**src/rtl/seven_seg_display_if.sv**
```systemverilog
// Minutes/seconds bus from the stopwatch counter to the display driver.
interface seven_seg_display_if;
    logic [5:0] minutes;
    logic [5:0] seconds;

    modport master (output minutes, output seconds);
    modport slave  (input  minutes, input  seconds);
endinterface

```
**src/rtl/seven_seg_display.sv**
```systemverilog
// Multiplexed 4-digit active-low 7-segment driver showing MM.SS, with per-field blink in adjust mode.
module seven_seg_display #(
    parameter int REFRESH_DIV = 100000,
    parameter int BLINK_DIV   = 25000000
) (
    input  logic                      clk,
    input  logic                      rst,
    seven_seg_display_if.slave        bus,
    input  logic                      swADJ,
    input  logic                      swSEL,
    output logic [3:0]                an,
    output logic [6:0]                seg,
    output logic                      dp
);
    localparam int RW = $clog2(REFRESH_DIV);
    localparam int BW = $clog2(BLINK_DIV);
    localparam logic [RW-1:0] REFRESH_MAX = RW'(REFRESH_DIV - 1);
    localparam logic [BW-1:0] BLINK_MAX   = BW'(BLINK_DIV - 1);

    typedef enum logic [1:0] {
        DIG_SEC_ONES = 2'd0,
        DIG_SEC_TENS = 2'd1,
        DIG_MIN_ONES = 2'd2,
        DIG_MIN_TENS = 2'd3
    } digit_t;

    digit_t        idx, idx_next;
    logic [RW-1:0] refresh_cnt;
    logic [BW-1:0] blink_cnt;
    logic          blink_phase;
    logic [5:0]    snap_min, snap_sec;
    logic          tick;

    logic [3:0] sec_tens, sec_ones, min_tens, min_ones;
    logic [3:0] digit;
    logic       field_blank;
    logic [3:0] an_next;
    logic [6:0] seg_next;
    logic       dp_next;

    function automatic logic [6:0] seg_code(input logic [3:0] d);
        case (d)
            4'd0:    seg_code = 7'b1000000;
            4'd1:    seg_code = 7'b1111001;
            4'd2:    seg_code = 7'b0100100;
            4'd3:    seg_code = 7'b0110000;
            4'd4:    seg_code = 7'b0011001;
            4'd5:    seg_code = 7'b0010010;
            4'd6:    seg_code = 7'b0000010;
            4'd7:    seg_code = 7'b1111000;
            4'd8:    seg_code = 7'b0000000;
            4'd9:    seg_code = 7'b0010000;
            default: seg_code = 7'b1111111;
        endcase
    endfunction

    assign tick = (refresh_cnt == REFRESH_MAX);

    always_ff @(posedge clk) begin
        if (rst) begin
            idx <= DIG_SEC_ONES;
        end else begin
            idx <= idx_next;
        end
    end

    always_comb begin
        idx_next = idx;
        if (tick) begin
            case (idx)
                DIG_SEC_ONES: idx_next = DIG_SEC_TENS;
                DIG_SEC_TENS: idx_next = DIG_MIN_ONES;
                DIG_MIN_ONES: idx_next = DIG_MIN_TENS;
                default:      idx_next = DIG_SEC_ONES;
            endcase
        end
    end

    // Snapshot only at frame end so a whole frame always shows one coherent time.
    always_ff @(posedge clk) begin
        if (rst) begin
            refresh_cnt <= '0;
            blink_cnt   <= '0;
            blink_phase <= 1'b0;
            snap_min    <= '0;
            snap_sec    <= '0;
        end else begin
            refresh_cnt <= tick ? '0 : refresh_cnt + 1'b1;
            if (blink_cnt == BLINK_MAX) begin
                blink_cnt   <= '0;
                blink_phase <= ~blink_phase;
            end else begin
                blink_cnt <= blink_cnt + 1'b1;
            end
            if (tick && idx == DIG_MIN_TENS) begin
                snap_min <= bus.minutes;
                snap_sec <= bus.seconds;
            end
        end
    end

    assign sec_tens = 4'(snap_sec / 6'd10);
    assign sec_ones = 4'(snap_sec - 6'(sec_tens) * 6'd10);
    assign min_tens = 4'(snap_min / 6'd10);
    assign min_ones = 4'(snap_min - 6'(min_tens) * 6'd10);

    always_comb begin
        digit       = sec_ones;
        an_next     = 4'b1111;
        seg_next    = '1;
        dp_next     = 1'b1;
        field_blank = swADJ && blink_phase &&
                      (swSEL ? (idx == DIG_SEC_ONES || idx == DIG_SEC_TENS)
                             : (idx == DIG_MIN_ONES || idx == DIG_MIN_TENS));
        case (idx)
            DIG_SEC_ONES: digit = sec_ones;
            DIG_SEC_TENS: digit = sec_tens;
            DIG_MIN_ONES: digit = min_ones;
            default:      digit = min_tens;
        endcase
        if (!field_blank) begin
            case (idx)
                DIG_SEC_ONES: an_next = 4'b1110;
                DIG_SEC_TENS: an_next = 4'b1101;
                DIG_MIN_ONES: an_next = 4'b1011;
                default:      an_next = 4'b0111;
            endcase
            seg_next = seg_code(digit);
            dp_next  = (idx != DIG_MIN_ONES);
        end
    end

    always_ff @(posedge clk) begin
        if (rst) begin
            an  <= 4'b1111;
            seg <= '1;
            dp  <= 1'b1;
        end else begin
            an  <= an_next;
            seg <= seg_next;
            dp  <= dp_next;
        end
    end
endmodule

```
**src/flat_wrapper.sv**
```systemverilog
// flat-port wrapper written by rule: the top's interface ports become plain ports
module seven_seg_display_flat 
#(
    parameter int REFRESH_DIV = 100000,
    parameter int BLINK_DIV   = 25000000
)
  (clk, rst, swADJ, swSEL, an, seg, dp, bus_minutes, bus_seconds);
  seven_seg_display_if bus_i ();
  input  logic clk;
  input  logic rst;
  input  logic swADJ;
  input  logic swSEL;
  output logic [3:0] an;
  output logic [6:0] seg;
  output logic dp;
  input wire logic [$bits(bus_i.minutes)-1:0] bus_minutes;
  input wire logic [$bits(bus_i.seconds)-1:0] bus_seconds;
  assign bus_i.minutes = bus_minutes;
  assign bus_i.seconds = bus_seconds;
  seven_seg_display #(.REFRESH_DIV(REFRESH_DIV), .BLINK_DIV(BLINK_DIV)) u_core (.clk(clk), .rst(rst), .bus(bus_i), .swADJ(swADJ), .swSEL(swSEL), .an(an), .seg(seg), .dp(dp));
endmodule
```
**config.mk**
```make
export PLATFORM = sky130hd
export DESIGN_NAME = seven_seg_display_flat
export DESIGN_NICKNAME = d
export VERILOG_FILES = /design/src/rtl/seven_seg_display_if.sv /design/src/rtl/seven_seg_display.sv /design/src/flat_wrapper.sv
export SDC_FILE = /design/constraint.sdc
export NUM_CORES = 1
export LEC_CHECK = 0
export CAP_MARGIN = 40
export CORE_MARGIN = 10
export CORE_UTILIZATION = 63
export CTS_CLUSTER_SIZE = 14
export DETAILED_ROUTE_END_ITERATION = 10
export DONT_BUFFER_PORTS = 1
export MAX_ROUTING_LAYER = met4
export PLACE_DENSITY = 0.81
export RECOVER_POWER = 50
export SYNTH_ARGS = -nofsm -noshare
export SYNTH_HDL_FRONTEND = slang
export SYNTH_SLANG_ARGS = --single-unit
```
**constraint.sdc**
```tcl
create_clock -name clk -period 4.1 [get_ports clk]
set_input_delay 0.41 -clock clk [delete_from_list [all_inputs] [get_ports clk]]
set_output_delay 0.41 -clock clk [all_outputs]
set_load 0.02 [all_outputs]
```
==> summary.txt <==
reg2reg end: u_core.seg[3]
Synth Area in Compound Gates: 10.7%
setup slack after layout: 0.356 ns
via count: 2591
count leader, synth: dfxtp_1
Critical Path RT: 4.32 ns
fmax: 267 MHz
maximum buffer depth of the clock tree: 2
post-synthesis sequential area ratio: 40.5%
period utilization: 91.3%
outcome: complete, no violations
share of cells above drive strength 1: 6.44%
largest net degree at the start of global routing: 26
depth of the CTS H-tree: 3
static leakage: 1.43 nW
Post-Synth Adder-Cell Area: 7.42%
Pre-antenna DRT Iters: 5
number of setup buffers added after CTS: 0
core area: 5170 um^2
Net Sw Power: 0.281 mW
Least-Margin Pin Slew: 0.870 ns
Post-synth EDFFs: 0
Seq pwr share: 54.7%
Post-synth top cells: dfxtp_1, nor2_1, nand2_1
Tot Pwr: 1.26 mW
vias per cell: 5.47
total CTS buffers: 9
Synth Net Count: 438
final setup fails: 0
Worst Reg-to-Reg Cells: 17
first-pass GRT wire length: 11.2 mm
Tmin final: 3.74 ns
Routed Antenna Nets: 0
FILL cells: 408
Die Wd: 93.5 um
Worst-Skew Late Latency: 0.35 ns
share of the synthesized area in the top cell type: 40.5%
GR Overflow Total: 0
final instance area: 3630 um^2
largest family of logic cells by synthesized area: simple AND/OR/NAND/NOR gates
drt wl/cell: 13.9 um
Reg2Reg Setup Slack: 0.36 ns
DR DRC count: 0
fin. max-slew vios: 0
Total GRT Usage: 16.2%
Initial DRC Count: 190
Post-Syn Area: 3410 um^2
area fraction in and, or, nand and nor cells after synthesis: 24.8%
reg-to-reg startpoint: u_core.snap_sec[3]
CP max FO: 9
vias in the first global route: 2480
Die H: 93.5 um
Root Driver: clkbuf_8
post-place setup slack: 0.424 ns
WHS Endpoint: u_core.idx[0]
synthesized flop and latch total: 69
XOR/XNOR share of the synthesized area: 10.5%
Antenna diodes: 0
CTS tree: built
post-CTS sizing: 0
Worst-path clk slew: 0.08 ns
Area growth, synth to finish: 6.57%
cell area after placement: 3430 um^2
Hold-fix buffers, CTS: 0
PD cells: 348 nW/um^2
Final Hold Viols: 0
logic gate share of total power: 1.6%
Worst Setup End Kind: register
library cells used by synthesis: 48
top area cells in the synthesized netlist: dfxtp_1, nor2_1, ha_1, xor2_1, nand2_1
Clock power frac: 43.7%
Core Util, Final: 70.2%
nets@finish: 434
IR drop worst, VDD: 0.000301 V
CP startpoint: u_core.snap_sec[3]
Pint: 0.982 mW
Post-synth top flop: dfxtp_1
Routability Congestion: 0.837
Setup Skew: 0.0110 ns
Setup TNS: 0 ns
worst path arrival time: 3.97 ns
Post-Synthesis Cells: 403
std cell rows: 26
CTS Sinks: 69
CP Class: register to register
switching portion of total power: 22.2%
syn_area_per_cell: 8.45 um^2
Worst Hold Depth: 1
post-synthesis mux area share: 1.47%
initial antenna violation count: 0
Detailed Route WL: 6.58 mm
Initial Utilization: 65.9%
worst slew margin relative to its limit: 42.0%
startpoint types: register
FFs w/ async S/R, synth: 0%
Die ar.: 8750 um^2
io pins: 28
unrepaired setup endpoints after global routing: false
worst min path class: primary input to register
area leader, netlist: dfxtp_1
synth warn: 0
Max-Cap Viols: 0
post-DP HPWL: 4.84 mm
hold_sp: rst
port bufs: 0
[state kept, by name, summed over array words and instances (netlist names)]
name	cells
u_core.an	4
u_core.blink_cnt	25
u_core.blink_phase	1
u_core.dp	1
u_core.idx	2
u_core.refresh_cnt	17
u_core.seg	7
u_core.snap_min	6
u_core.snap_sec	6
[metal layers]
| layer | vias up | track usage [%] | wire length (um) |
|---|---|---|---|
| met1 | 1196 | 17.9 | 3020 |
| li1 | 1337 | - | - |
| met3 | 13 | 6.08 | 331 |
| met4 | 0 | 5.95 | 108 |
| met2 | 45 | 26.3 | 3120 |
| met5 | - | - | 0 |
[cell families after synthesis]
kind of cell             count (synthesis)
AND/OR/NAND/NOR                        184
flip-flops                              69
AO/OA/AOI/OAI                           49
XOR/XNOR                                41
buffers and inverters                   36
adder cells (fa/ha/maj)                 19
multiplexers                             5
[how the worst max path moves through the flow]
stage	to	slack (ns)
2_1_floorplan	u_core.seg[6]	0.52
3_3_place_gp	u_core.seg[4]	0.55
3_5_place_dp	u_core.seg[4]	0.42
4_1_cts	u_core.seg[4]	0.38
5_1_grt	u_core.seg[3]	0.1
6_report	u_core.seg[3]	0.36
[stage by stage]
step                      hold slack, ns  cells
final                              0.123    474
after CTS                          0.106    474
after detailed placement           0.450    458
after global routing              0.0976    474
after floorplan                    0.430    403
after global placement             0.434    457
[final cells by class]
cell class | count | area [um^2] | area share, %
clock buffers | 10 | 138 | 3.79
clock inverters | 6 | 62.6 | 1.72
inverters | 19 | 71.3 | 1.96
multi-input cells | 298 | 1880 | 51.7
flip-flops and latches | 69 | 1380 | 38.0
well taps | 70 | 87.6 | 2.41
repair buffers | 2 | 15.0 | 0.414
[placed cells by master, fill, tap and decap left out, types with 10 or more instances in the layout]
cell and count:
nand2_1 54, xor2_1 24, clkbuf_8 10, ha_1 17
and3_1 12, nand3_1 20, inv_1 19, nor2_1 62
dfxtp_1 69, a21oi_1 19, xnor2_1 17
[worst max-delay path, cell delays in order, from the launching register on]
cell and delay (ns):
dfxtp_1 0.46, nor2_1 0.10, o21ai_1 0.13, a22o_1 0.21, inv_1 0.06, ha_1 0.29, nor2b_1 0.19, a2bb2oi_1 0.24
o22ai_2 0.13, ha_1 0.22, fa_1 0.47, nand2b_1 0.09, o221ai_1 0.11, a21oi_1 0.22, inv_1 0.12, a211oi_1 0.27
o21a_2 0.23, o21ai_1 0.09
[power groups by stage]
stage	registers [mW]	clock network [mW]	logic, mW
5_1_grt	0.691	0.594	0.0234
3_5_place_dp	0.706	0	0.0200
2_1_floorplan	0.704	0	0.0199
6_report	0.690	0.552	0.0199
3_3_place_gp	0.706	0	0.0194
4_1_cts	0.690	0.565	0.0201
Note: power is estimated with default switching activity, not from simulation.
